<file path="config.mk">
export PLATFORM = sky130hd
export DESIGN_NAME = div_iter
export DESIGN_NICKNAME = d
export VERILOG_FILES = /design/src/rtl/div_iter.sv
export SDC_FILE = /design/constraint.sdc
export NUM_CORES = 1
export LEC_CHECK = 0
export ABC_AREA = 0
export BUFFER_PORTS_ARGS = -buffer_cell sky130_fd_sc_hd__buf_2
export CAP_MARGIN = 15
export CORE_ASPECT_RATIO = 1.2
export CORE_MARGIN = 4
export CORE_UTILIZATION = 40
export DETAILED_ROUTE_END_ITERATION = 10
export PLACE_DENSITY_LB_ADDON = 0.2
export SLEW_MARGIN = 25
export SYNTH_ARGS = -nofsm -noshare
export SYNTH_HDL_FRONTEND = slang
export SYNTH_SLANG_ARGS = --single-unit
export TNS_END_PERCENT = 1
</file>
<file path="constraint.sdc">
create_clock -name clock -period 4.8 [get_ports clock]
set_input_delay 0.24 -clock clock [delete_from_list [all_inputs] [get_ports clock]]
set_output_delay 0.24 -clock clock [all_outputs]
set_load 0.05 [all_outputs]
</file>
<file path="src/rtl/div_iter.sv">
// div_iter: iterative radix-2 restoring divider producing one quotient bit per clock.
// Start/done handshake; results are held until the next operation completes.
// Optional two's-complement support is compiled in when DIV_SIGNED_EN is defined.
module div_iter #(
    parameter int unsigned WIDTH = 64
) (
    input  logic             clock,
    input  logic             reset,
    input  logic             start,
    input  logic             is_signed,
    input  logic [WIDTH-1:0] dividend_in,
    input  logic [WIDTH-1:0] divisor_in,
    output logic             busy,
    output logic             done,
    output logic             div_by_zero,
    output logic [WIDTH-1:0] quotient_out,
    output logic [WIDTH-1:0] remainder_out
);

    localparam int unsigned   CW       = $clog2(WIDTH + 1);
    localparam logic [CW-1:0] LastIter = CW'(WIDTH - 1);
    localparam logic [CW-1:0] AllIter  = CW'(WIDTH);

    typedef enum logic [1:0] {
        StIdle,
        StBusy,
        StDone
    } state_t;

    state_t           state_q;
    logic [CW-1:0]    cnt_q;
    logic [WIDTH:0]   rem_q;     // partial remainder R
    logic [WIDTH-1:0] quo_q;     // dividend shifts out of the top, quotient bits in at the bottom
    logic [WIDTH-1:0] dvsr_q;
    logic             zero_q;

    logic [WIDTH-1:0] dvnd_mag;
    logic [WIDTH-1:0] dvsr_mag;
    logic [WIDTH-1:0] quo_fix;
    logic [WIDTH-1:0] rem_fix;

`ifdef DIV_SIGNED_EN
    logic             neg_quo_q;
    logic             neg_rem_q;
    logic [WIDTH-1:0] dvnd_raw_q;  // original dividend, returned on divide by zero
    logic             dvnd_neg;
    logic             dvsr_neg;
    logic             unused_bits;

    // Operand magnitudes for the unsigned core
    assign dvnd_neg = is_signed & dividend_in[WIDTH-1];
    assign dvsr_neg = is_signed & divisor_in[WIDTH-1];
    assign dvnd_mag = dvnd_neg ? -dividend_in : dividend_in;
    assign dvsr_mag = dvsr_neg ? -divisor_in : divisor_in;

    // Sign fixup applied on the edge that raises done; most-negative / -1 falls out naturally
    assign quo_fix = zero_q ? '1 : (neg_quo_q ? -quo_q : quo_q);
    assign rem_fix = zero_q ? dvnd_raw_q
                            : (neg_rem_q ? -rem_q[WIDTH-1:0] : rem_q[WIDTH-1:0]);

    // R never exceeds the divisor, so its top bit is always clear at completion
    assign unused_bits = rem_q[WIDTH];
`else
    logic unused_bits;

    assign dvnd_mag = dividend_in;
    assign dvsr_mag = divisor_in;

    // With a zero divisor every trial succeeds and R collects the dividend unchanged
    assign quo_fix = zero_q ? '1 : quo_q;
    assign rem_fix = rem_q[WIDTH-1:0];

    assign unused_bits = ^{rem_q[WIDTH], is_signed};
`endif

    logic [WIDTH:0]   r_shift;
    logic [WIDTH+1:0] trial;
    logic             trial_ge;

    // One restoring step: shift in the next dividend bit and try subtracting the divisor
    assign r_shift  = {rem_q[WIDTH-1:0], quo_q[WIDTH-1]};
    assign trial    = {1'b0, r_shift} - {2'b00, dvsr_q};
    assign trial_ge = ~trial[WIDTH+1];

    // Control FSM, datapath registers and registered outputs
    always_ff @(posedge clock) begin
        if (reset) begin
            state_q       <= StIdle;
            cnt_q         <= '0;
            rem_q         <= '0;
            quo_q         <= '0;
            dvsr_q        <= '0;
            zero_q        <= 1'b0;
            busy          <= 1'b0;
            done          <= 1'b0;
            div_by_zero   <= 1'b0;
            quotient_out  <= '0;
            remainder_out <= '0;
`ifdef DIV_SIGNED_EN
            neg_quo_q     <= 1'b0;
            neg_rem_q     <= 1'b0;
            dvnd_raw_q    <= '0;
`endif
        end else begin
            done <= 1'b0;
            case (state_q)
                StIdle, StDone: begin
                    if (start) begin
                        state_q <= StBusy;
                        busy    <= 1'b1;
                        cnt_q   <= '0;
                        rem_q   <= '0;
                        quo_q   <= dvnd_mag;
                        dvsr_q  <= dvsr_mag;
                        zero_q  <= (divisor_in == '0);
`ifdef DIV_SIGNED_EN
                        neg_quo_q  <= dvnd_neg ^ dvsr_neg;
                        neg_rem_q  <= dvnd_neg;
                        dvnd_raw_q <= dividend_in;
`endif
                    end else begin
                        state_q <= StIdle;
                    end
                end
                StBusy: begin
                    if (cnt_q != AllIter) begin
                        rem_q <= trial_ge ? trial[WIDTH:0] : r_shift;
                        quo_q <= {quo_q[WIDTH-2:0], trial_ge};
                        cnt_q <= cnt_q + CW'(1);
                        if (cnt_q == LastIter) begin
                            busy <= 1'b0;
                        end
                    end else begin
                        state_q       <= StDone;
                        done          <= 1'b1;
                        div_by_zero   <= zero_q;
                        quotient_out  <= quo_fix;
                        remainder_out <= rem_fix;
                    end
                end
                default: begin
                    state_q <= StIdle;
                    busy    <= 1'b0;
                end
            endcase
        end
    end

endmodule

</file>
# Yosys cells after proc, flatten, opt, wreduce, memory -nomap -nowiden
# Index checks and enable logic that the tools add are counted.
# word_totals
input_bits,132
output_inout_bits,131
ram_bits,0
reg_bits,333
rom_bits,0
mem_count,0
latch_bits,0
wordCells,52
# classes
n_shift,0
reduce_logical,9
bitwise_logic,3
n_addsub,2
n_div,0
n_eq_ne,8
multipliers,0
muxes,19
n_lt_le_gt_ge,0
# ops
cell,n
$mux 64,6
$pmux 64 s2,2
$sub 65x64->66,1
$logic_not 64->1,1
$mux 7,2
$pmux 7 s2,1
$ne 2x2->1 const B,4
$add 7x1->7 const B,1
$eq 7x6->1 const B,1
$ne 7x7->1 const B,1
$reduce_and 3->1,2
$mux 1,5
$pmux 2 s2,1
$reduce_and 2->1,2
$reduce_or 2->1,2
$not 1->1,3
$eq 2x1->1 const B,1
$eq 2x2->1 const B,1
$logic_not 2->1,1
$mux 2,1
$pmux 1 s2,1
$reduce_bool 2->1,1

# Depth between registers and ports, before layout
# Gate-level depths: netlist of the first run.
# logic_depth
ltp_word,4
depth_mapped,15

# Least setup slack after synthesis of the first run
# Ideal clock, no wire load.
# synth_timing
path_kind,register -> register
start,register quo_q[63]
end,register rem_q[38]
n_path_buf,0
synth_period_minus_slack_ns,3.074
slack_ns,1.726
required_time_ns,4.683
path_stages_with_launch,14
setup_ns,0.117
arrival_time_ns,2.957
cell_sequence,dfxtp_1 -> inv_1 -> ha_1 -> fa_1 -> nor2b_1 -> o31a_1 -> o31ai_1 -> o32ai_1 -> o211ai_1 -> o31ai_1 -> a21oi_1 -> xnor2_1 -> a21oi_2 -> a22o_1
# synth_between
elab_chain_len,4
# synth_lines
element,line_no,source
"start, declared",33,logic [WIDTH-1:0] quo_q;
"start signal, assigned",113,quo_q <= dvnd_mag;
"start signal, assigned",128,"quo_q <= {quo_q[WIDTH-2:0], trial_ge};"
$sub 65x64->66,82,"assign trial = {1'b0, r_shift} - {2'b00, dvsr_q};"
$mux 64,127,rem_q <= trial_ge ? trial[WIDTH:0] : r_shift;
$mux 64,126,if (cnt_q != AllIter) begin
$pmux 64 s2,106,case (state_q)
"end signal, assigned",127,
"end, declared",32,logic [WIDTH:0] rem_q;
# No other way between the ends. The select of a mux whose other input is x is not followed.
# A chain may end at the register's enable or synchronous reset.

# Final worst setup path of the first run
# layout_timing
start,register quo_q[63]
end,register rem_q[60]
# Same word-level chain as after synthesis.

==> qor.log, run 1 <==
qor: worst_setup_path.critPathLaunchType register
qor: flow_run.drv.max_cap_violation_count 0
qor: synth.post_synth_and_or_nand_nor_area_fraction 0.214
qor: sta.final_min_period_over_clock_period 0.848
qor: worst_setup_path.endpoint_kind_of_the_worst_setup_timing_path register
qor: worst_setup_path.timing.setup.critical_path_class reg2reg
qor: synth.synth_nets 2357
qor: synth.postSynth.asyncResetShare 0
qor: route.vias_cell 5.39
qor: pwr.intPower 5950 uW
qor: sta.slew_headroom 0.308
qor: synth.post_synth_inst_count 2158
qor: clock_network.cts_htree_levels 2
qor: die.die-height 232 um
qor: synth.count_of_unique_library_cells_instantiated_by_yosys 66
qor: synth.adder_cell_fraction_of_synth_area 0.0504
qor: synth.synth_top_flop_cell sky130_fd_sc_hd__dfxtp_1
qor: sta.report.final.slew_viol_count 0
qor: worst_setup_path.worst-endpoint-arrival 4.49 ns
qor: synth.seq_area_frac_synth 0.398
qor: clock_network.worst_skew_pair.late_latency 0.54 ns
qor: pwr.p_sw_frac 0.368
qor: final_layout.area_delta_synth_final 19.9%
qor: worst_setup_path.setup.reg_to_reg.worst_slack 0.73 ns
qor: sta.worst_slew_pin_slew 1.04 ns
qor: global_routing.grt_pass1_vias 15494
qor: placed_design.placement.io_buffers 261
qor: synth.postSynthRegisterBits 333
qor: route.drtAntennaViolNets 0
qor: clock_network.numCtsBuffers 36
qor: clock_network.cts_buffer_depth 3
qor: synth.syn_area 16800 um^2
qor: global_routing.track_usage 0.218
qor: die.io_pins 263
qor: worst_setup_path.r2r_end rem_q[60]$_SDFFE_PP0P_
qor: route.num_vias 15884
qor: sta.rsz0062_at_grt no
qor: pwr.power.density 469 nW/um^2
qor: min_path.worst_hold_path_type in2reg
qor: synth.synth_top_family_by_area simple AND/OR/NAND/NOR gates
qor: clock_network.clk_transition_reported_paths 0.06 ns
qor: worst_setup_path.critPathTopFamily compound AO/OA/AOI/OAI gates
qor: route.drt_pass1_iterations 5
qor: sta.skew 0.0205 ns
qor: die.rows 81
qor: die.coreArea 41100 um^2
qor: die.die_area 45300 um^2
qor: global_routing.grt_pass1_wl 82200 um
qor: worst_setup_path.r2r.worst_path.cells 13
qor: pwr.total_leakage_power 0.00874 uW
qor: pwr.worst_ir_drop_vdd 0.000229 V
qor: route.final_wirelength 51600 um
qor: global_routing.grt_start_max_net_pins 131
qor: final_layout.post_route_cells_drive_above_1_share 0.150
qor: worst_setup_path.worst_path_max_delay_cell sky130_fd_sc_hd__o32ai_1
qor: sta.report.final.hold_viol_count 0
qor: worst_setup_path.critPathMaxFanout 4
qor: clock_network.clk_root_buffer_cell sky130_fd_sc_hd__clkbuf_16
qor: sta.finalWorstPathRequiredPeriod 4.07 ns
qor: route.wl_per_cell 17.5 um
qor: synth.synthesis.yosys.warnings 0
qor: sta.final.setup.tns 0 ns
qor: min_path.hold_path_depth 3
qor: min_path.hold_path_sink dvsr_q[57]$_SDFFE_PP0P_
qor: global_routing.number_of_antenna_violations_at_the_first_check_in_global_routing 5
qor: final_layout.commonest_non_fill_non_tap_cell_in_the_layout sky130_fd_sc_hd__nand2_1
qor: worst_setup_path.timing.rr.start quo_q[63]$_SDFFE_PP0P_
qor: worst_setup_path.worst_path_buf_inv 1
qor: worst_setup_path.cpMostUsedCell sky130_fd_sc_hd__o31ai_1
qor: die.die_width 195 um
qor: worst_setup_path.cp_data_required_time 5.22 ns
qor: clock_network.postcts_setup_bufs 0
qor: pwr.clockPowerShare 0.289
qor: placed_design.post_dp_hpwl 36600 um
qor: synth.syn_avg_cell_area 7.77 um^2
qor: pwr.switchingPower 3470 uW
qor: final_layout.final_nets 2578
qor: final_layout.fin_util 0.489
qor: min_path.holdCritStartpoint divisor_in[57]
qor: final_layout.mostFrequentLayoutCells sky130_fd_sc_hd__nand2_1 (366), sky130_fd_sc_hd__dfxtp_1 (332), sky130_fd_sc_hd__buf_2 (260), sky130_fd_sc_hd__a21oi_1 (229), sky130_fd_sc_hd__nor2_1 (202)
qor: worst_setup_path.worstPathCellList inv_1 > ha_1 > fa_1 > nor2b_1 > o31a_1 > o31ai_1 > o32ai_1 > o211ai_1 > a21oi_1 > a31oi_1 > o31ai_1 > mux2i_1 > nand2_1
qor: outcome.run_status completed
qor: worst_setup_path.crit_path_max_incr_delay 0.52 ns
qor: sta.timing.final.setup_violations 0
qor: sta.clock.fmax 246 MHz
qor: pwr.pwr-share-comb 0.382
qor: pwr.seq_power_share 0.329
qor: global_routing.globalRouteOverflowTotal 0
qor: route.detail_route.drc_violations 0
qor: die.start_util 0.408
qor: route.first_iter_violations 868
qor: synth.synth_xor_area_frac 0.0292
qor: synth.synth_area_in_compound_gates 0.207
qor: placed_design.gp_routability_congestion 0.917
qor: synth.synthMuxAreaShare 0.0454
qor: clock_network.clock_tree_from_tritoncts built
qor: synth.synth-edff-count 0
qor: clock_network.cts_num_sinks 333
-- registers in the layout, indices dropped and copies added (netlist names) --
name / count
dvsr_q: 64
state_q: 2
div_by_zero: 1
zero_q: 1
quotient_out: 64
done: 1
remainder_out: 64
busy: 1
cnt_q: 7
quo_q: 64
rem_q: 64
-- power groups by stage --
| stage | logic [uW] | clock network (uW) | registers (uW) |
|---|---|---|---|
| 5_1_grt | 4000 | 2900 | 3120 |
| 3_3_place_gp | 3520 | 0 | 3150 |
| 6_report | 3610 | 2720 | 3100 |
| 4_1_cts | 3590 | 2800 | 3100 |
| 2_1_floorplan | 2770 | 0 | 3110 |
| 3_5_place_dp | 3540 | 0 | 3160 |
-- Yosys cell counts (3+ instances only) --
library cell,n,area (um^2)
sky130_fd_sc_hd__dfxtp_1,333,6670
sky130_fd_sc_hd__or3_1,7,43.8
sky130_fd_sc_hd__o22ai_1,3,18.8
sky130_fd_sc_hd__a21oi_1,229,1150
sky130_fd_sc_hd__xor2_1,25,219
sky130_fd_sc_hd__and2_1,3,18.8
sky130_fd_sc_hd__nand3_1,14,70.1
sky130_fd_sc_hd__o21ai_1,40,200
sky130_fd_sc_hd__o21bai_1,17,128
sky130_fd_sc_hd__a21o_1,35,263
sky130_fd_sc_hd__a22o_1,12,105
sky130_fd_sc_hd__a211oi_1,73,548
sky130_fd_sc_hd__or2_2,5,31.3
sky130_fd_sc_hd__and4_1,3,26.3
sky130_fd_sc_hd__xnor2_1,31,272
sky130_fd_sc_hd__nor4_1,18,113
sky130_fd_sc_hd__a21boi_0,4,30.0
sky130_fd_sc_hd__ha_1,66,826
sky130_fd_sc_hd__a41oi_1,3,26.3
sky130_fd_sc_hd__nand2b_1,11,68.8
sky130_fd_sc_hd__o31ai_1,6,45.0
sky130_fd_sc_hd__inv_1,83,312
sky130_fd_sc_hd__a31oi_1,9,56.3
sky130_fd_sc_hd__nor2b_1,11,68.8
sky130_fd_sc_hd__buf_6,6,67.6
sky130_fd_sc_hd__o21ai_0,60,300
sky130_fd_sc_hd__nor2_1,204,766
sky130_fd_sc_hd__mux2i_1,76,761
sky130_fd_sc_hd__a32oi_1,19,166
sky130_fd_sc_hd__buf_2,6,30.0
sky130_fd_sc_hd__clkbuf_1,138,518
sky130_fd_sc_hd__buf_1,4,15.0
sky130_fd_sc_hd__o31a_1,3,26.3
sky130_fd_sc_hd__a21oi_2,6,52.6
sky130_fd_sc_hd__o22a_1,3,26.3
sky130_fd_sc_hd__o21a_1,8,60.1
sky130_fd_sc_hd__o211ai_1,5,37.5
sky130_fd_sc_hd__nand4_1,24,150
sky130_fd_sc_hd__a22oi_1,4,30.0
sky130_fd_sc_hd__and3_1,8,50.1
sky130_fd_sc_hd__nand2_1,367,1380
sky130_fd_sc_hd__nor3_1,148,741
-- cell type report --
| class | instances | area (um^2) |
|---|---|---|
| antenna | 3 | 7.51 |
| clock buffer | 51 | 1010 |
| clock inverter | 11 | 121 |
| fill | 4087 | 21000 |
| inverter | 83 | 312 |
| multi-input combinational | 1587 | 9220 |
| sequential | 333 | 6670 |
| tap | 539 | 674 |
| timing repair buffer | 338 | 2100 |
-- routing by layer --
| layer | GRT usage | share of wire |
|---|---|---|
| met4 | 0.0629 | 0.028 |
| met3 | 0.0550 | 0.066 |
| met1 | 0.276 | 0.44 |
| met5 | 0 | 0.00052 |
| met2 | 0.370 | 0.46 |
-- how the worst max path moves through the flow --
| stage | startpoint | cells past startpoint | end | slack, ns |
|---|---|---|---|---|
| 2_1_floorplan | quo_q[63]$_SDFFE_PP0P_ | 13 | rem_q[38]$_SDFFE_PP0P_ | 1.73 |
| 3_3_place_gp | quo_q[63]$_SDFFE_PP0P_ | 13 | rem_q[60]$_SDFFE_PP0P_ | 0.91 |
| 3_5_place_dp | quo_q[63]$_SDFFE_PP0P_ | 13 | rem_q[60]$_SDFFE_PP0P_ | 0.82 |
| 4_1_cts | quo_q[63]$_SDFFE_PP0P_ | 13 | rem_q[60]$_SDFFE_PP0P_ | 0.80 |
| 5_1_grt | quo_q[63]$_SDFFE_PP0P_ | 13 | rem_q[60]$_SDFFE_PP0P_ | 0.51 |
| 6_report | quo_q[63]$_SDFFE_PP0P_ | 13 | rem_q[60]$_SDFFE_PP0P_ | 0.73 |
-- worst reg2reg max path, delay by kind of cell, from the launching register on --
kind,cells,cell delay (ns)
simple gates,2,0.29
compound gates,7,2.37
fa+ha+maj,2,0.63
flops,1,0.37
mux,1,0.25
buf+inv,1,0.06
-- per-stage QoR --
stage	cells	power [uW]	hold WS, ns	worst slack (ns)	cell area [um^2]
floorplan	2158	5880	0.376	1.73	16800
global placement	2821	6670	0.440	0.913	18400
detailed placement	2822	6700	0.443	0.817	18400
global route	2943	10000	0.0224	0.506	20100
CTS	2942	9490	0.0159	0.802	20100
finish	2945	9430	0.0255	0.730	20100
-- what timing repair did --
item,4_1_cts,5_1_grt
endpoints found under the hold margin,58,0
resized for setup,0,0
hold buffers,58,0
setup endpoints to repair,0,0
-- cells by family (layout without fill, tap and decap cells) --
logic type | after synthesis | count (layout)
adders and majority gates | 67 | 67
and+or+nand+nor | 830 | 830
muxes | 76 | 76
buffers and inverters | 238 | 483
xor gates and xnor gates | 56 | 56
other | 0 | 3
DFF | 333 | 333
AOI/OAI and AO/OA | 558 | 558
Note: power is estimated with default switching activity, not from simulation.
==> run 2, diff against run 1 <==
--- a/config.mk
+++ b/config.mk
@@ -5,7 +5,7 @@
 export SDC_FILE = /design/constraint.sdc
 export NUM_CORES = 1
 export LEC_CHECK = 0
-export ABC_AREA = 0
+export ABC_AREA = 1
 export BUFFER_PORTS_ARGS = -buffer_cell sky130_fd_sc_hd__buf_2
 export CAP_MARGIN = 15
 export CORE_ASPECT_RATIO = 1.2
==> constraint.sdc (replaced) <==
create_clock -name clock -period 3.8 [get_ports clock]
set_input_delay 0.19 -clock clock [delete_from_list [all_inputs] [get_ports clock]]
set_output_delay 0.19 -clock clock [all_outputs]
set_load 0.05 [all_outputs]
==> run 2 against run 1 <==
Via count up 24%. Sequential share of layout area down 4.3 points. Cell count rose by 34%. Power rose by 33%. First-iteration DRC count up 28%. Synthesized cell count rose by 39%. Sequential power is 25% higher. Critical path type unchanged. Critical endpoint is now rem_q[40]$_SDFFE_PP0P_.
==> qor.log, run 2 <==
qor: flow_run.drv.max_cap_violation_count 0 [unchanged]
qor: sta.timing.final.setup_violations 0 [unchanged]
qor: worst_setup_path.critPathLaunchType register
qor: route.wl_per_cell 15.8 um [-9.6%]
qor: die.die_width 208 um [+6.5%]
qor: synth.yosys.cell_count.top_type sky130_fd_sc_hd__nand2_1
qor: synth.synth_top_flop_cell sky130_fd_sc_hd__dfxtp_1
qor: route.vias_cell 5.00 [-7.2%]
qor: global_routing.globalRouteOverflowTotal 0 [unchanged]
qor: route.detail_route.drc_violations 0 [unchanged]
qor: synth.count_of_unique_library_cells_instantiated_by_yosys 36 [-45%]
qor: route.drt_pass1_iterations 5 [unchanged]
qor: sta.worst_slew_pin_slew 0.914 ns [-0.124 ns]
qor: synth.postSynthRegisterBits 333 [unchanged]
qor: synth.synthesis.yosys.warnings 0 [unchanged]
qor: synth.synth.top_cell.area_share 0.349 [-0.0486]
qor: clock_network.post_cts_resize_count 0 [unchanged]
qor: die.start_util 0.405 [-0.00221]
qor: die.io_pins 263 [unchanged]
qor: die.rows 87 [+7.4%]
qor: worst_setup_path.worst-endpoint-arrival 3.38 ns [-1.11 ns]
qor: clock_network.postcts_setup_bufs 0 [unchanged]
qor: worst_setup_path.cp_data_required_time 4.19 ns [-1.03 ns]
qor: synth.seq_area_frac_synth 0.349 [-0.0486]
qor: worst_setup_path.endpoint_kind_of_the_worst_setup_timing_path register
qor: route.num_vias 19701 [+24%]
qor: sta.skew 0.0118 ns [-0.00862 ns]
qor: clock_network.cts_num_sinks 333 [unchanged]
qor: sta.finalWorstPathRequiredPeriod 2.99 ns [-1.08 ns]
qor: worst_setup_path.worst_path_buf_inv 3 [+2]
qor: clock_network.clk_transition_reported_paths 0.06 ns [about the same]
qor: clock_network.cts_htree_levels 2 [unchanged]
qor: synth.syn_avg_cell_area 6.37 um^2 [-18%]
qor: final_layout.final_nets 3489 [+35%]
qor: final_layout.mostFrequentLayoutCells sky130_fd_sc_hd__nand2_1 (903), sky130_fd_sc_hd__inv_1 (456), sky130_fd_sc_hd__dfxtp_1 (332), sky130_fd_sc_hd__a21oi_1 (303), sky130_fd_sc_hd__o21ai_0 (273)
qor: final_layout.fin_util 0.491 [+0.00238]
qor: worst_setup_path.timing.rr.start dvsr_q[36]$_SDFFE_PP0P_
qor: die.die_area 51300 um^2 [+13%]
qor: pwr.power.density 542 nW/um^2 [+16%]
qor: sta.report.final.hold_viol_count 0 [unchanged]
qor: placed_design.post_dp_hpwl 46100 um [+26%]
qor: min_path.holdCritStartpoint divisor_in[54]
qor: worst_setup_path.setup.reg_to_reg.worst_slack 0.81 ns [+0.08 ns]
qor: worst_setup_path.r2r.worst_path.cells 13 [unchanged]
qor: placed_design.gp_routability_congestion 0.988 [+7.8%]
qor: worst_setup_path.r2r_end rem_q[40]$_SDFFE_PP0P_
qor: min_path.hold_path_depth 3 [unchanged]
qor: sta.rsz0062_at_grt no
qor: final_layout.post_route_cells_drive_above_1_share 0.121 [-0.0291]
qor: route.first_iter_violations 1114 [+28%]
qor: clock_network.cts_hold_repair_buffers 124 [+110%]
qor: global_routing.number_of_antenna_violations_at_the_first_check_in_global_routing 0 [-5]
qor: final_layout.multi_input_comb_area 10000 um^2 [+8.8%]
qor: sta.final_min_period_over_clock_period 0.787 [-0.0613]
qor: die.die-height 247 um [+6.5%]
qor: global_routing.track_usage 0.235 [+0.0173]
qor: final_layout.area_delta_synth_final 21.1%
qor: min_path.hold_path_sink dvsr_q[54]$_SDFFE_PP0P_
qor: global_routing.grt_start_max_net_pins 193 [+47%]
qor: outcome.run_status completed
qor: route.drtAntennaViolNets 0 [unchanged]
qor: clock_network.cts_buffer_depth 3 [unchanged]
qor: min_path.worst_hold_path_type in2reg
qor: worst_setup_path.timing.setup.critical_path_class reg2reg
qor: sta.post-route-worst-setup-slack 0.811 ns [+0.0809 ns]
qor: synth.largest_area_contributor_in_the_netlist sky130_fd_sc_hd__dfxtp_1
qor: worst_setup_path.critPathMaxFanout 64 [+60]
qor: pwr.worst_ir_drop_vdd 0.000299 V [+31%]
qor: synth.synth_nets 3196 [+36%]
qor: synth.syn_area 19100 um^2 [+14%]
qor: route.final_wirelength 62300 um [+21%]
qor: global_routing.grt_pass1_wl 100000 um [+22%]
qor: clock_network.worst_skew_pair.late_latency 0.54 ns [about the same]
qor: worst_setup_path.worstPathCellList inv_1 > ha_1 > nand2_1 > inv_1 > nand2_1 > nand2_1 > a21oi_1 > o21ai_1 > a21oi_4 > buf_4 > nand3_1 > nand3_1 > a21oi_1
qor: synth.synth-edff-count 0 [unchanged]
qor: die.coreArea 47100 um^2 [+15%]
qor: pwr.total_leakage_power 0.0113 uW [+30%]
qor: clock_network.clock_tree_from_tritoncts built
qor: placed_design.post-place-ws 0.796 ns [-0.0210 ns]
qor: placed_design.placement.io_buffers 261 [unchanged]
qor: synth.post_synth_inst_count 2997 [+39%]
qor: synth.synthTopCellsByCount sky130_fd_sc_hd__nand2_1 (906), sky130_fd_sc_hd__inv_1 (458), sky130_fd_sc_hd__dfxtp_1 (333), sky130_fd_sc_hd__a21oi_1 (303), sky130_fd_sc_hd__o21ai_0 (273)
qor: sta.final.setup.tns 0 ns [unchanged]
qor: synth.postSynth.asyncResetShare 0 [unchanged]
qor: synth.leading_cell_types_by_total_area_after_synthesis sky130_fd_sc_hd__dfxtp_1 (35%), sky130_fd_sc_hd__nand2_1 (18%), sky130_fd_sc_hd__inv_1 (9.0%)
qor: clock_network.clk_root_buffer_cell sky130_fd_sc_hd__clkbuf_16
qor: worst_setup_path.crit_path_max_incr_delay 0.62 ns [+0.10 ns]
qor: worst_setup_path.critPathTopFamily buffers and inverters
qor: sta.slew_headroom 0.390 [+0.0824]
qor: worst_setup_path.cpMostUsedCell sky130_fd_sc_hd__nand2_1
qor: sta.report.final.slew_viol_count 0 [unchanged]
qor: final_layout.filler_cell_count 4927 [+21%]
qor: final_layout.commonest_non_fill_non_tap_cell_in_the_layout sky130_fd_sc_hd__nand2_1
qor: clock_network.numCtsBuffers 36 [unchanged]
qor: global_routing.grt_pass1_vias 19263 [+24%]
qor: worst_setup_path.worst_path_max_delay_cell sky130_fd_sc_hd__buf_4
qor: final_layout.final-seq-area 6670 um^2 [about the same]
qor: sta.clock.fmax 335 MHz [+36%]
run 2: layer usage:
metal / up-vias / wire [um] / GRT usage
met5: - / 0 / 0
met4: 0 / 2690 / 0.0957
li1: 10133 / - / -
met3: 114 / 3390 / 0.0453
met1: 8955 / 26200 / 0.281
met2: 499 / 30000 / 0.418
run 2: worst max-delay path by stage:
| stage | startpoint | to | cells after the start |
|---|---|---|---|
| floorplan | quo_q[63]$_SDFFE_PP0P_ | rem_q[60]$_SDFFE_PP0P_ | 17 |
| global placement | dvsr_q[39]$_SDFFE_PP0P_ | rem_q[49]$_SDFFE_PP0P_ | 15 |
| detailed placement | dvsr_q[36]$_SDFFE_PP0P_ | rem_q[49]$_SDFFE_PP0P_ | 15 |
| CTS | dvsr_q[36]$_SDFFE_PP0P_ | rem_q[51]$_SDFFE_PP0P_ | 15 |
| global route | dvsr_q[36]$_SDFFE_PP0P_ | rem_q[63]$_SDFFE_PP0P_ | 15 |
| finish | dvsr_q[36]$_SDFFE_PP0P_ | rem_q[40]$_SDFFE_PP0P_ | 13 |
run 2: cells by family (layout without fill, tap and decap cells):
group / after synthesis / in the layout / synth area share
AND/OR/NAND/NOR: 1283 / 1283 / 0.280
AO/OA/AOI/OAI: 668 / 668 / 0.184
buffers and inverters: 614 / 931 / 0.128
flip-flops: 333 / 333 / 0.349
adder cells (fa/ha/maj): 67 / 67 / 0.0443
XOR/XNOR: 32 / 32 / 0.0147
other: 0 / 1 / 0
run 2: final cells by class:
| cell class | count | area share |
|---|---|---|
| timing repair buffer | 404 | 0.118 |
| clock inverter | 15 | 0.00714 |
| clock buffer | 47 | 0.0442 |
| tap | 623 | 0.0337 |
| inverter | 465 | 0.0755 |
| sequential | 333 | 0.288 |
| multi-input combinational | 2050 | 0.433 |
| antenna | 1 | 0.000108 |
run 2: metrics by stage:
stage | cells | hold slack (ns) | power [uW] | cell area [um^2]
after floorplan | 2997 | 0.351 | 7600 | 19100
after global placement | 3751 | 0.447 | 8920 | 20700
after detailed placement | 3751 | 0.450 | 8940 | 20700
after CTS | 3937 | 0.00671 | 12700 | 23100
after global routing | 3937 | 0.0314 | 13500 | 23100
final | 3938 | 0.0278 | 12600 | 23100
run 2: power breakdown:
group	switching [uW]	internal [uW]	leakage, uW
registers	153	3730	0.00272
logic	3440	1670	0.00801
clock network	1450	2110	0.000596
total	5050	7510	0.0113
run 2: worst register-to-register path, cell delays in order (launching register included):
cell and delay, ns:
sky130_fd_sc_hd__dfxtp_1 0.31, sky130_fd_sc_hd__inv_1 0.07, sky130_fd_sc_hd__ha_1 0.33, sky130_fd_sc_hd__nand2_1 0.18, sky130_fd_sc_hd__inv_1 0.06, sky130_fd_sc_hd__nand2_1 0.06, sky130_fd_sc_hd__nand2_1 0.08, sky130_fd_sc_hd__a21oi_1 0.30
sky130_fd_sc_hd__o21ai_1 0.20, sky130_fd_sc_hd__a21oi_4 0.17, sky130_fd_sc_hd__buf_4 0.62, sky130_fd_sc_hd__nand3_1 0.26, sky130_fd_sc_hd__nand3_1 0.13, sky130_fd_sc_hd__a21oi_1 0.07
==> run 3, diff against run 2 <==
==> constraint.sdc (replaced) <==
create_clock -name clock -period 2.89 [get_ports clock]
set_input_delay 0.1445 -clock clock [delete_from_list [all_inputs] [get_ports clock]]
set_output_delay 0.1445 -clock clock [all_outputs]
set_load 0.05 [all_outputs]
==> run 3 against run 2 <==
Utilization grew 0.54 points. Flip-flop and latch count stayed put. Via count is 0.45% lower. Critical path type unchanged. Clock skew increased by 0.011 ns. Maximum frequency up 9.9%.
==> qor.log, run 3 (synthesis gave the netlist of run 2 again) <==
qor: outcome.run_status completed
qor: route.drt_pass1_iterations 5 [unchanged]
qor: final_layout.filler_cell_count 4886 [-0.83%]
qor: route.final_wirelength 62700 um [+0.67%]
qor: route.num_vias 19613 [-0.45%]
qor: route.first_iter_violations 1114 [unchanged]
qor: clock_network.cts_buffer_depth 3 [unchanged]
qor: final_layout.final-seq-area 6670 um^2 [about the same]
qor: route.wl_per_cell 15.8 um [+0.14%]
qor: global_routing.grt_pass1_wl 101000 um [+0.65%]
qor: min_path.hold_path_sink busy$_SDFFE_PP0P_
qor: sta.hold-worst-slack 0.0241 ns [-0.00373 ns]
qor: global_routing.globalRouteOverflowTotal 0 [unchanged]
qor: clock_network.clk_transition_reported_paths 0.06 ns [about the same]
qor: global_routing.grt_start_max_net_pins 193 [unchanged]
qor: worst_setup_path.endpoint_kind_of_the_worst_setup_timing_path register
qor: placed_design.post_dp_hpwl 46200 um [+0.19%]
qor: route.vias_cell 4.95 [-0.97%]
qor: pwr.fin_total_pwr 16700 uW [+33%]
qor: worst_setup_path.timing.setup.critical_path_class reg2reg
qor: final_layout.multi_input_comb_area 10000 um^2 [about the same]
qor: global_routing.grt_pass1_vias 19320 [+0.30%]
qor: sta.final_min_period_over_clock_period 0.941 [+0.155]
qor: worst_setup_path.cpMostUsedCell sky130_fd_sc_hd__nand2_1
qor: clock_network.cts_num_sinks 333 [unchanged]
qor: min_path.worst_hold_path_type in2reg
qor: flow_run.drv.max_cap_violation_count 0 [unchanged]
qor: clock_network.cts_htree_levels 2 [unchanged]
qor: sta.worst_slew_pin_slew 0.734 ns [-0.181 ns]
qor: sta.report.final.hold_viol_count 0 [unchanged]
qor: clock_network.clk_root_buffer_cell sky130_fd_sc_hd__clkbuf_16
qor: final_layout.post_route_cells_drive_above_1_share 0.125 [+0.00467]
qor: worst_setup_path.setup.reg_to_reg.worst_slack 0.17 ns [-0.64 ns]
qor: pwr.power.density 712 nW/um^2 [+31%]
qor: min_path.holdCritStartpoint start
qor: route.drtAntennaViolNets 0 [unchanged]
qor: die.rows 87 [unchanged]
qor: final_layout.area_delta_synth_final 22.5%
qor: die.io_pins 263 [unchanged]
qor: final_layout.mostFrequentLayoutCells sky130_fd_sc_hd__nand2_1 (903), sky130_fd_sc_hd__inv_1 (456), sky130_fd_sc_hd__dfxtp_1 (332), sky130_fd_sc_hd__a21oi_1 (303), sky130_fd_sc_hd__o21ai_0 (273)
qor: worst_setup_path.critPathMaxFanout 4 [-94%]
qor: sta.finalWorstPathRequiredPeriod 2.72 ns [-0.268 ns]
qor: sta.report.final.slew_viol_count 0 [unchanged]
qor: worst_setup_path.timing.rr.start quo_q[63]$_SDFFE_PP0P_
qor: die.die_area 51300 um^2 [unchanged]
qor: sta.clock.fmax 368 MHz [+9.9%]
qor: min_path.hold_path_depth 4 [+1]
qor: die.die_width 208 um [unchanged]
qor: worst_setup_path.crit_path_max_incr_delay 0.42 ns [-0.20 ns]
qor: sta.post-route-worst-setup-slack 0.169 ns [-0.642 ns]
qor: worst_setup_path.r2r_end rem_q[48]$_SDFFE_PP0P_
qor: worst_setup_path.cp_data_required_time 3.29 ns [-0.90 ns]
qor: clock_network.worst_skew_pair.late_latency 0.55 ns [about the same]
qor: die.die-height 247 um [unchanged]
qor: global_routing.number_of_antenna_violations_at_the_first_check_in_global_routing 2 [+2]
qor: sta.final.setup.tns 0 ns [unchanged]
qor: global_routing.track_usage 0.236 [+0.000706]
qor: placed_design.placement.io_buffers 261 [unchanged]
qor: clock_network.clock_tree_from_tritoncts built
qor: route.detail_route.drc_violations 0 [unchanged]
qor: clock_network.numCtsBuffers 36 [unchanged]
qor: sta.timing.final.setup_violations 0 [unchanged]
qor: worst_setup_path.worst-endpoint-arrival 3.12 ns [-0.26 ns]
qor: sta.slew_headroom 0.511 [+0.120]
qor: worst_setup_path.worstPathCellList inv_1 > ha_1 > fa_1 > inv_1 > nand3_1 > nand3_2 > nand2_1 > nand2_1 > nand2_1 > nand2_1 > nand2_1 > nand3_1 > nand2_1 > nand2_1 > nand2_1 > nand3_1 > a21oi_1
qor: final_layout.final_nets 3508 [+0.54%]
qor: pwr.total_leakage_power 0.0115 uW [+1.1%]
qor: worst_setup_path.r2r.worst_path.cells 17 [+4]
qor: worst_setup_path.worst_path_max_delay_cell sky130_fd_sc_hd__fa_1
qor: clock_network.postcts_setup_bufs 0 [unchanged]
qor: placed_design.post-place-ws 0.202 ns [-0.594 ns]
qor: die.coreArea 47100 um^2 [unchanged]
qor: sta.skew 0.0226 ns [+0.0107 ns]
qor: placed_design.gp_routability_congestion 0.987 [-0.10%]
qor: sta.rsz0062_at_grt no
qor: final_layout.commonest_non_fill_non_tap_cell_in_the_layout sky130_fd_sc_hd__nand2_1
qor: die.start_util 0.405 [unchanged]
qor: worst_setup_path.critPathLaunchType register
qor: pwr.worst_ir_drop_vdd 0.000409 V [+37%]
## run 3: cell count changes in the layout (fill, tap and decap cells not counted), moves of 2 or more
cell                            previous run  this run
sky130_fd_sc_hd__dlygate4sd3_1           124       126
sky130_fd_sc_hd__buf_4                    17        28
sky130_fd_sc_hd__clkinv_2                  8         2
sky130_fd_sc_hd__inv_6                     4         2
sky130_fd_sc_hd__buf_12                    3         8
sky130_fd_sc_hd__clkbuf_8                  6        14
## run 3: layer usage
layer | up-vias | global-route usage | routed length [um]
li1 | 10174 | - | -
met1 | 8875 | 0.283 | 26500
met2 | 470 | 0.433 | 31000
met3 | 92 | 0.0453 | 3470
met4 | 2 | 0.0657 | 1660
met5 | - | 0 | 13
## run 3: worst max-delay path by stage
| stage | from | to | slack (ns) | cells after the start |
|---|---|---|---|---|
| final | quo_q[63]$_SDFFE_PP0P_ | rem_q[48]$_SDFFE_PP0P_ | 0.17 | 17 |
| after global routing | quo_q[63]$_SDFFE_PP0P_ | rem_q[62]$_SDFFE_PP0P_ | 0.006 | 18 |
| after CTS | quo_q[63]$_SDFFE_PP0P_ | rem_q[62]$_SDFFE_PP0P_ | 0.20 | 17 |
| after detailed placement | quo_q[63]$_SDFFE_PP0P_ | rem_q[62]$_SDFFE_PP0P_ | 0.20 | 17 |
| after global placement | quo_q[63]$_SDFFE_PP0P_ | rem_q[60]$_SDFFE_PP0P_ | 0.25 | 17 |
| after floorplan | quo_q[63]$_SDFFE_PP0P_ | rem_q[60]$_SDFFE_PP0P_ | 0.75 | 17 |
## run 3: cell type report
class | instances | area share
antenna | 2 | 0.000214
clock buffer | 55 | 0.0475
clock inverter | 8 | 0.00476
inverter | 465 | 0.0747
multi-input combinational | 2050 | 0.429
sequential | 333 | 0.285
tap | 623 | 0.0333
timing repair buffer | 423 | 0.126
## run 3: timing repair
item / in CTS / in global routing
resized for setup: 0 / 2
setup endpoints to repair: 0 / 4
endpoints found under the hold margin: 126 / 0
hold buffers: 126 / 0
## run 3: through the flow
stage | area (um^2) | util | instances
6_report | 23400 | 0.496 | 3959
4_1_cts | 23400 | 0.496 | 3957
3_5_place_dp | 20900 | 0.443 | 3768
3_3_place_gp | 20900 | 0.443 | 3768
5_1_grt | 23400 | 0.496 | 3958
2_1_floorplan | 19100 | - | 2997
## run 3: power by group
group,switching [uW],leakage [uW],internal [uW]
Sequential,198,0.00272,4900
Combinational,4530,0.00813,2270
Clock,1930,0.000602,2840
Total,6660,0.0115,10000
## run 3: worst max-delay path: cells and delay by family (launching register included)
kind | cells | cell delay (ns)
AO/OA/AOI/OAI | 1 | 0.06
adder cells (fa/ha/maj) | 2 | 0.65
buffers and inverters | 2 | 0.19
flip-flops | 1 | 0.36
AND/OR/NAND/NOR | 12 | 1.30
